===== config.mk =====
export PLATFORM = sky130hd
export DESIGN_NAME = pc_fetch_unit
export DESIGN_NICKNAME = d
export VERILOG_FILES = /design/src/rtl/pc_fetch_unit.sv
export SDC_FILE = /design/constraint.sdc
export NUM_CORES = 1
export LEC_CHECK = 0
export ABC_AREA = 1
export CAP_MARGIN = 20
export CORE_ASPECT_RATIO = 1.4
export CORE_MARGIN = 4
export CORE_UTILIZATION = 41
export DETAILED_ROUTE_END_ITERATION = 6
export GPL_TIMING_DRIVEN = 0
export PLACE_DENSITY = 0.89
export SYNTH_ARGS = -nofsm -noshare
export SYNTH_HDL_FRONTEND = slang
export SYNTH_SLANG_ARGS = --single-unit

===== constraint.sdc =====
create_clock -name clk -period 3.15 [get_ports clk]
set_input_delay 0.63 -clock clk [delete_from_list [all_inputs] [get_ports clk]]
set_output_delay 0.63 -clock clk [all_outputs]
set_load 0.1 [all_outputs]

===== src/rtl/pc_fetch_unit.sv =====
// Instruction fetch PC generator: issues line-aligned I-Cache requests, applies redirects and flags misaligned fetches.
// Optional macro PCF_REDIRECT_BYPASS_EN lets a redirect target drive the request in the same cycle.
module pc_fetch_unit #(
    parameter int unsigned FETCH_WIDTH = 4,
    parameter logic [31:0] START_PC    = 32'hBFC00000,
    parameter logic [4:0]  EXC_ADEL    = 5'h04
) (
    input  logic                   clk,
    input  logic                   rst,
    output logic                   inst_req,
    output logic [31:0]            inst_addr,
    input  logic                   inst_index_ok,
    input  logic                   stop_fetch_i,
    input  logic                   pred_valid_i,
    input  logic [31:0]            pred_pc_i,
    input  logic                   pred_dslot_i,
    input  logic                   flush_i,
    input  logic [31:0]            flush_pc_i,
    input  logic                   exc_i,
    input  logic [31:0]            exc_pc_i,
    output logic                   fetch_valid_o,
    output logic [31:0]            vaddr_o,
    output logic [31:0]            last_vaddr_o,
    output logic [FETCH_WIDTH-1:0] inst_enable_o,
    output logic                   has_exc_o,
    output logic [4:0]             exc_code_o,
    output logic                   need_dslot_o,
    output logic                   kill_o
);
    // state  | meaning
    // S_RUN  | requesting lines from cur_pc
    // S_HOLD | misaligned fetch reported; wait for a redirect
    typedef enum logic {S_RUN, S_HOLD} state_e;

    localparam int unsigned   OFS        = $clog2(FETCH_WIDTH) + 2;
    localparam logic [31:0]   LINE_BYTES = 32'(4 * FETCH_WIDTH);

    state_e                   state_q, state_d;
    logic [31:0]              cur_pc_q, cur_pc_d;
    logic                     dslot_entry_q, dslot_entry_d;
    logic                     fetch_valid_q, fetch_valid_d;
    logic [31:0]              vaddr_q, vaddr_d;
    logic [31:0]              last_vaddr_q, last_vaddr_d;
    logic [FETCH_WIDTH-1:0]   enable_q, enable_d;
    logic                     has_exc_q, has_exc_d;
    logic [4:0]               exc_code_q, exc_code_d;
    logic                     need_dslot_q, need_dslot_d;
    logic                     kill_q, kill_d;

    logic                     redirect;
    logic [31:0]              redirect_pc;
    logic [31:0]              eff_pc;
    logic                     eff_dslot;
    logic [31:0]              line_next;
    logic                     accept;
    logic [OFS-3:0]           slot;
    logic [FETCH_WIDTH-1:0]   mask_from;
    logic [FETCH_WIDTH-1:0]   mask_only;

    assign redirect    = exc_i | flush_i;
    assign redirect_pc = exc_i ? exc_pc_i : flush_pc_i;

`ifdef PCF_REDIRECT_BYPASS_EN
    assign eff_pc    = redirect ? redirect_pc : cur_pc_q;
    assign eff_dslot = redirect ? 1'b0 : dslot_entry_q;
`else
    assign eff_pc    = cur_pc_q;
    assign eff_dslot = dslot_entry_q;
`endif

    // rst gates the request so it drops in the same cycle reset arrives
    assign inst_req  = !rst && (state_q == S_RUN) && !stop_fetch_i && (eff_pc[1:0] == 2'b00);
    assign inst_addr = {eff_pc[31:OFS], {OFS{1'b0}}};
    assign line_next = inst_addr + LINE_BYTES;
    assign accept    = inst_req & inst_index_ok;
    assign slot      = eff_pc[OFS-1:2];
    assign mask_from = {FETCH_WIDTH{1'b1}} << slot;
    assign mask_only = FETCH_WIDTH'(1) << slot;

    always_comb begin
        state_d       = state_q;
        cur_pc_d      = cur_pc_q;
        dslot_entry_d = dslot_entry_q;
        fetch_valid_d = 1'b0;
        vaddr_d       = vaddr_q;
        last_vaddr_d  = last_vaddr_q;
        enable_d      = enable_q;
        has_exc_d     = has_exc_q;
        exc_code_d    = exc_code_q;
        need_dslot_d  = need_dslot_q;
        kill_d        = redirect;

        if (accept) begin
            fetch_valid_d = 1'b1;
            last_vaddr_d  = vaddr_q;
            vaddr_d       = eff_pc;
            has_exc_d     = 1'b0;
            exc_code_d    = 5'h00;
            need_dslot_d  = pred_dslot_i & pred_valid_i & !redirect;
            enable_d      = eff_dslot ? mask_only : mask_from;
`ifdef PCF_REDIRECT_BYPASS_EN
            if (redirect) begin
                cur_pc_d      = line_next;
                dslot_entry_d = 1'b0;
            end else
`endif
            if (redirect) begin
                cur_pc_d      = redirect_pc;
                dslot_entry_d = 1'b0;
            end else if (pred_valid_i) begin
                cur_pc_d      = pred_pc_i;
                dslot_entry_d = pred_dslot_i;
            end else begin
                cur_pc_d      = line_next;
                dslot_entry_d = 1'b0;
            end
        end else if (redirect) begin
            cur_pc_d      = redirect_pc;
            dslot_entry_d = 1'b0;
            state_d       = S_RUN;
        end else if (state_q == S_RUN && cur_pc_q[1:0] != 2'b00) begin
            fetch_valid_d = 1'b1;
            last_vaddr_d  = vaddr_q;
            vaddr_d       = cur_pc_q;
            has_exc_d     = 1'b1;
            exc_code_d    = EXC_ADEL;
            enable_d      = '0;
            need_dslot_d  = 1'b0;
            state_d       = S_HOLD;
        end
    end

    always_ff @(posedge clk or posedge rst) begin
        if (rst) begin
            state_q       <= S_RUN;
            cur_pc_q      <= START_PC;
            dslot_entry_q <= 1'b0;
            fetch_valid_q <= 1'b0;
            vaddr_q       <= START_PC;
            last_vaddr_q  <= START_PC - 32'd4;
            enable_q      <= '1;
            has_exc_q     <= 1'b0;
            exc_code_q    <= 5'h00;
            need_dslot_q  <= 1'b0;
            kill_q        <= 1'b0;
        end else begin
            state_q       <= state_d;
            cur_pc_q      <= cur_pc_d;
            dslot_entry_q <= dslot_entry_d;
            fetch_valid_q <= fetch_valid_d;
            vaddr_q       <= vaddr_d;
            last_vaddr_q  <= last_vaddr_d;
            enable_q      <= enable_d;
            has_exc_q     <= has_exc_d;
            exc_code_q    <= exc_code_d;
            need_dslot_q  <= need_dslot_d;
            kill_q        <= kill_d;
        end
    end

    assign fetch_valid_o = fetch_valid_q;
    assign vaddr_o       = vaddr_q;
    assign last_vaddr_o  = last_vaddr_q;
    assign inst_enable_o = enable_q;
    assign has_exc_o     = has_exc_q;
    assign exc_code_o    = exc_code_q;
    assign need_dslot_o  = need_dslot_q;
    assign kill_o        = kill_q;
endmodule

Word-level counts from Yosys, hierarchy flattened
Index checks and enable logic that the tools add are counted.
{ "classes": {"addsub": 1, "n_eq_ne": 1, "shift": 2, "n_mux": 32, "n_bitwise": 6, "n_reduce_logical": 14} }
{ "op_table": {"columns": ["op", "n"], "rows": [
  ["$mux 32", 11],
  ["$add 32x5->32 const B", 1],
  ["$mux 4", 4],
  ["$mux 5", 3],
  ["$mux 1", 14],
  ["$reduce_bool 2->1", 4],
  ["$logic_and 1x1->1", 4],
  ["$reduce_and 2->1", 2],
  ["$shl 1x2->4 const A", 1],
  ["$shl 4x2->4 const A", 1],
  ["$and 1x1->1", 3],
  ["$logic_not 1->1", 3],
  ["$logic_not 2->1", 1],
  ["$ne 2x1->1 const B", 1],
  ["$not 1->1", 2],
  ["$or 1x1->1", 1]
]} }
{ "word_totals": {"ff_bits": 111, "in_bits": 104, "output_inout_bits": 110, "word_cells": 67} }

Longest topological paths before layout
Gate-level depths: netlist of the first run.
{ "logic_depth": {"ltp_word": 7, "ltp_mapped": 12, "ltp_nobuf": 12} }

Worst setup path before layout of the first run
No wires, ideal clock.
{ "synth_path": {"kind": "in2reg", "from": "input port rst", "to": "register last_vaddr_q[0] (netlist: last_vaddr_o[0])", "setup_time_ns": 0.122, "t_arrival_ns": 2.204, "path_slack_ns": 0.823, "path_stages": 8, "n_path_buf": 2, "path_cell_list": "nor3_4 > nand2_4 > inv_2 > nor2_2 > buf_6 > buf_6 > nand2_1 > o21ai_2"} }
{ "synth_via": {"elab_chain_len": 7, "word_cells_on_any_way": 9} }
{ "synth_lines": {"columns": ["element", "line", "rtl"], "rows": [
  ["from (decl)", "9", "input logic rst,"],
  ["$logic_not 1->1 (no source line) (*)", null, null],
  ["$logic_and 1x1->1 (*) (3 in a row)", "72", "assign inst_req = !rst && (state_q == S_RUN) && !stop_fetch_i && (eff_pc[1:0] == 2'b00);"],
  ["$and 1x1->1 (*)", "75", "assign accept = inst_req & inst_index_ok;"],
  ["$ne 2x1->1 (no source line) / $reduce_bool 2->1 (equally long branches)", null, null],
  ["$reduce_and 2->1 (no source line)", null, null],
  ["to (signal assigned)", "140", "last_vaddr_q <= START_PC - 32'd4;"],
  ["to (signal assigned)", "152", "last_vaddr_q <= last_vaddr_d;"],
  ["to (decl)", "43", "logic [31:0] last_vaddr_q, last_vaddr_d;"]
]} }
Every way passes the cells marked *; elsewhere a longest branch is shown, timed or not.
A chain may end at the register's enable or synchronous reset.

Worst setup path after layout of the first run
{ "layout_path": {"from": "input port rst", "to": "output port inst_req"} }
{ "layout_via": {"elab_chain_len": 4} }
{ "layout_lines": {"columns": ["element", "line", "rtl"], "rows": [
  ["$logic_not 1->1 (no source line)", null, null],
  ["$logic_and 1x1->1 (3 in a row)", "72", null],
  ["to (decl)", "10", "output logic inst_req,"]
]} }
Every way passes these cells.

==> impl_metrics.json, run 1 <==
{
  "status": "finished clean",
  "post_cts_buffers": 0,
  "r2r-end": "cur_pc_q[30]",
  "wl_per_cell_um": 16.4,
  "synth-async-reset-ratio_pct": 100,
  "powerDensity_nw_per_um2": 835,
  "finClkSkew_ns": 0.00429,
  "crit_required_ns": 2.52,
  "dieHeight_um": 151,
  "synth-compound-area-share_pct": 13.7,
  "antenna_found_initial": 2,
  "first_pass_iters": 5,
  "synth_top_cell_area_share_pct": 23.5,
  "fill_cells": 1219,
  "place_area_um2": 8300,
  "drt_iter0_drc": 422,
  "finalMaxSlewViolations": 0,
  "setup_ws_ns": 0.217,
  "p_leak_nw": 3.86,
  "arrival_ns": 2.30,
  "grt_setup_unrepaired": "false",
  "dp_hpwl_um": 15400,
  "start_util_pct": 42.3,
  "regArea_um2": 2720,
  "io_pins": 214,
  "cp-start-kind": "primary input",
  "hold_start": "last_vaddr_o[23]",
  "tightest_slew_ns": 1.05,
  "synth_seq_area_share_pct": 45.5,
  "cp_max_fo": 2,
  "synthAdderAreaFrac_pct": 0.210,
  "drive_above_1_share_pct": 17.6,
  "clkLatencyLatePin_ns": 0.34,
  "synth.most_common_cell": "nand2_1",
  "synth_ff_type": "dfrtp_1",
  "grt_overflow_total": 0,
  "finalCoreUtilization_pct": 61.0,
  "grt_pass1_wl_um": 29400,
  "die_w_um": 110,
  "yosysTopAreaCell": "dfrtp_1",
  "holdPathStages": 2,
  "postSynthAreaPerCell_um2": 7.90,
  "syn_inst": 755,
  "port_buffers": 203,
  "reg2reg_depth": 12,
  "min_path_type": "flop to flop",
  "cp-end-kind": "output port",
  "postRouteAntennaNets": 0,
  "reg2reg_slack_ns": 1.19,
  "fin_tns_setup_ns": 0,
  "synthesis.area_um2": 5970,
  "htreeDepth": 3,
  "drc": 0,
  "yosys-top-cells-area": "dfrtp_1 (23%), dfstp_2 (22%), nand2_1 (15%), buf_4 (4.9%), inv_1 (4.6%)",
  "yosys.area_share.xor_xnor_pct": 1.91,
  "ys_ff_latch": 106,
  "synth-edff-count": 0,
  "synth_mux_area_share_pct": 0,
  "fin_crit_sh_pct": 93.1,
  "vias_per_cell": 4.99,
  "yosysWarnings": 0,
  "fp.coreArea_um2": 14100,
  "dieArea_um2": 16600,
  "cts_tree": "built",
  "cts_resized": 1,
  "fin_total_pwr_mw": 7.19,
  "synthDistinctLibCells": 32,
  "finalWirelength_um": 19200,
  "globalplace.congestion": 0.911,
  "postCtsHoldBufs": 0,
  "clkSinkCount": 106,
  "syn2layout_area_growth_pct": 44.2,
  "setup_violations": 0,
  "r2r-start": "cur_pc_q[5]",
  "cts_buffer_depth": 2,
  "dpl_worst_slack_ns": -0.0729,
  "path_clk_slew_ns": 0.07,
  "hold_viol_final": 0,
  "rows": 51,
  "multi_input_area_um2": 2480,
  "synthTopCellsByCount": "nand2_1 (233), inv_1 (73), nor2_1 (65), dfrtp_1 (56), dfstp_2 (50)",
  "ir_drop_v": 0.000624,
  "synth-simple-area-share_pct": 25.3,
  "clockRootBuffer": "clkbuf_16",
  "slew_headroom_pct": 30.0,
  "maxCapViolCount": 0,
  "period_needed_ns": 2.93,
  "grt_pass1_vias": 5839,
  "hold_ws_ns": 0.471,
  "num_vias": 5840,
  "synth_top_family_by_area": "simple AND/OR/NAND/NOR gates",
  "numCtsBuffers": 9,
  "instances_no_fill": 1170,
  "grt_use_total_pct": 23.1,
  "fmaxAchievable_mhz": 341,
  "fin_nets": 1083,
  "min_to": "last_vaddr_o[23]",
  "path_class": "primary input to output port",
  "grt_start_max_net_pins": 46,
  "place_inst": 1152,
  "postLayoutCellArea_um2": 8600
}
[worst max-delay path by stage]
stage | from | to | slack [ns] | cells past startpoint
after floorplan | rst | last_vaddr_o[0] | 0.82 | 8
after global placement | rst | inst_req | -0.04 | 3
after detailed placement | rst | inst_req | -0.07 | 3
after CTS | rst | inst_req | 0.21 | 3
after global routing | rst | inst_req | 0.19 | 3
final | rst | inst_req | 0.22 | 3
[state kept, by name, indices dropped and copies added (netlist names)]
signal / cells
fetch_valid_o: 1
state_q: 1
inst_enable_o: 4
vaddr_o: 32
exc_code_o: 1
need_dslot_o: 1
dslot_entry_q: 1
cur_pc_q: 32
last_vaddr_o: 32
kill_o: 1
[per-layer routing]
metal | vias to the layer above | share of wire, % | global-route usage, %
met5 | - | 0 | 0
met4 | 0 | 4.9 | 12.1
met3 | 59 | 5.5 | 2.75
met2 | 238 | 53 | 40.2
met1 | 2751 | 37 | 27.3
li1 | 2792 | - | -
[cell families (layout without fill, tap and decap cells)]
logic type | Yosys count | in the layout
DFF | 106 | 106
buffers and inverters | 147 | 368
xor gates and xnor gates | 13 | 13
AOI/OAI and AO/OA | 125 | 125
other | 1 | 10
adders and majority gates | 1 | 1
and+or+nand+nor | 362 | 362
[worst max-delay path, cell delays in order]
cell,delay (ns)
clkdlybuf4s50_1,0.50
nor3_4,0.27
dlygate4sd2_1,0.89
[cell usage in the layout, fill, tap and decap left out, types with 8 or more instances in the layout]
cell and count:
nor2_1 65, dfstp_2 50, clkbuf_16 9, nand3_1 33
o21ai_2 24, a22oi_1 32, o21ai_1 33, buf_6 12
clkbuf_1 18, xor2_1 12, o21ai_0 27, clkdlybuf4s50_1 202
buf_4 39, inv_1 72, dfrtp_1 56, nand2_1 233
nand2_2 13, conb_1 8
[power by group]
part | internal [mW] | total [mW] | leakage, nW | switching [mW]
clock network | 0.646 | 1.14 | 0.145 | 0.496
registers | 1.81 | 2.06 | 1.22 | 0.253
logic | 0.940 | 3.98 | 2.50 | 3.04
total | 3.40 | 7.19 | 3.86 | 3.79
[final cells by class]
type	instances	area share (%)
clock buffers	13	2.91
plain buffers	70	5.86
clock inverters	3	0.553
multi-input cells	509	28.9
inverters	77	3.40
flip-flops and latches	106	31.6
well taps	185	2.69
diodes	2	0.0582
repair buffers	205	24.1
Power figures use the tool's default switching activity.
==> run 2: changes to the inputs <==
--- a/config.mk
+++ b/config.mk
@@ -10,6 +10,7 @@
 export CORE_ASPECT_RATIO = 1.4
 export CORE_MARGIN = 4
 export CORE_UTILIZATION = 41
+export CTS_BUF_LIST = sky130_fd_sc_hd__clkbuf_16
 export DETAILED_ROUTE_END_ITERATION = 6
 export GPL_TIMING_DRIVEN = 0
 export PLACE_DENSITY = 0.89
==> constraint.sdc (replaced) <==
create_clock -name clk -period 2.6 [get_ports clk]
set_input_delay 0.52 -clock clk [delete_from_list [all_inputs] [get_ports clk]]
set_output_delay 0.52 -clock clk [all_outputs]
set_load 0.1 [all_outputs]
==> run 2 against run 1 <==
  * Die area unchanged
  * Combinational power increased by 21%
  * Wire length decreased by 0.35%
  * Critical endpoint is now vaddr_o[24]
  * Largest cell class unchanged
  * Clock-buffer cell count decreased by 4
==> impl_metrics.json, run 2 (same netlist as run 1, synthesis figures left out) <==
{
  "status": "finished clean",
  "setup_ws_ns": 0.0201,
  "syn2layout_area_growth_pct": 43.7,
  "wl_per_cell_um": 16.3,
  "clkSinkCount": 106,
  "grt_pass1_vias": 5812,
  "io_pins": 214,
  "arrival_ns": 2.06,
  "min_path_type": "flop to flop",
  "finalWirelength_um": 19100,
  "path_clk_slew_ns": 0.07,
  "numCtsBuffers": 9,
  "crit_chain": "clkdlybuf4s50_1",
  "path_delay_family": "buffers and inverters",
  "cp-start-kind": "flop",
  "hold_viol_final": 0,
  "fin_crit_sh_pct": 99.2,
  "internal_power_mw": 4.05,
  "clkLatencyLatePin_ns": 0.34,
  "worst_path_largest_cell_delay_ns": 1.18,
  "finClkSkew_ns": 0.00604,
  "grt_overflow_total": 0,
  "diodes": 0,
  "final_common_cell": "nand2_1",
  "powerDensity_nw_per_um2": 1010,
  "postRouteAntennaNets": 0,
  "drive_above_1_share_pct": 17.6,
  "setup_violations": 0,
  "fin_nets": 1083,
  "finalCoreUtilization_pct": 60.8,
  "cts_tree": "built",
  "fmaxAchievable_mhz": 388,
  "globalplace.congestion": 0.911,
  "start_util_pct": 42.3,
  "seqPwrFrac_pct": 29.0,
  "grt_pass1_wl_um": 29200,
  "dieHeight_um": 151,
  "slew_headroom_pct": 29.1,
  "dp_hpwl_um": 15400,
  "cp_num_buf_inv": 1,
  "crit_required_ns": 2.08,
  "tightest_slew_ns": 1.06,
  "fin_total_pwr_mw": 8.64,
  "cp_max_fo": 2,
  "port_buffers": 203,
  "first_pass_iters": 5,
  "p_leak_nw": 3.94,
  "slowest_stage": "clkdlybuf4s50_1",
  "finalMaxSlewViolations": 0,
  "dpl_worst_slack_ns": -0.403,
  "cts_buffer_depth": 2,
  "postCtsHoldBufs": 0,
  "maxCapViolCount": 0,
  "num_vias": 5824,
  "period_needed_ns": 2.58,
  "power_switching_mw": 4.59,
  "ir_drop_v": 0.000753,
  "pwr-share-comb_pct": 55.5,
  "htreeDepth": 3,
  "path_class": "flop to output port",
  "drt_iter0_drc": 386,
  "antenna_found_initial": 0,
  "drc": 0,
  "grt_setup_unrepaired": "false",
  "fill_cells": 1220,
  "place_area_um2": 8300,
  "place_inst": 1152,
  "switching_share_pct": 53.1,
  "cp-end-kind": "output port",
  "clkPwrFrac_pct": 15.5,
  "dieArea_um2": 16600,
  "clockRootBuffer": "clkbuf_16",
  "die_w_um": 110,
  "grt_use_total_pct": 22.9,
  "mostFrequentLayoutCells": "nand2_1 (233), clkdlybuf4s50_1 (178), inv_1 (75), nor2_1 (65), dfrtp_1 (56)",
  "vias_per_cell": 4.99,
  "fp.coreArea_um2": 14100,
  "instances_no_fill": 1168,
  "rows": 51,
  "postLayoutCellArea_um2": 8570,
  "grt_start_max_net_pins": 46
}
## run 2: power groups by stage
stage	combinational [mW]	clock [mW]	sequential (mW)
floorplan	1.17	0	5.00
global placement	4.77	0	2.51
detailed placement	4.83	0	2.53
CTS	4.82	1.35	2.50
global route	4.97	1.42	2.55
finish	4.80	1.34	2.50
## run 2: worst paths after layout
path | startpoint | end | slack [ns] | cells after the start
min reg2reg | last_vaddr_o[23] | last_vaddr_o[23] | 0.47 | 2
min in group asynchronous | rst | kill_o | 0.71 | 2
min | last_vaddr_o[23] | last_vaddr_o[23] | 0.47 | 2
max in group asynchronous | rst | last_vaddr_o[25] | 0.94 | 4
max | vaddr_o[24] | vaddr_o[24] | 0.02 | 1
max reg2reg | cur_pc_q[5] | cur_pc_q[30] | 0.66 | 12
## run 2: routing by layer
metal / GRT usage, % / vias to the layer above / part of all wire [%]
met1: 26.9 / 2754 / 38
met3: 2.83 / 62 / 5.0
li1: - / 2789 / -
met2: 40.3 / 219 / 52
met5: 0 / - / 0
met4: 11.7 / 0 / 4.8
## run 2: repair_timing
item                       in CTS  in global routing
setup endpoints to repair      21                  4
buffers inserted                0                  0
gates resized for setup        23                  4
## run 2: through the flow
| step | hold slack (ns) | TNS, ns |
|---|---|---|
| detailed placement | 0.463 | -0.403 |
| CTS | 0.474 | 0 |
| finish | 0.471 | 0 |
| global route | 0.488 | 0 |
| global placement | 0.458 | -13.76 |
| floorplan | 0.452 | 0 |
## run 2: cell type report
class	instances	area [µm²]	area share, %
flip-flops and latches	106	2720	31.7
multi-input cells	509	2480	29.0
repair buffers	205	2060	24.0
plain buffers	70	504	5.88
inverters	77	293	3.41
well taps	185	231	2.70
clock buffers	9	225	2.63
clock inverters	7	62.6	0.730
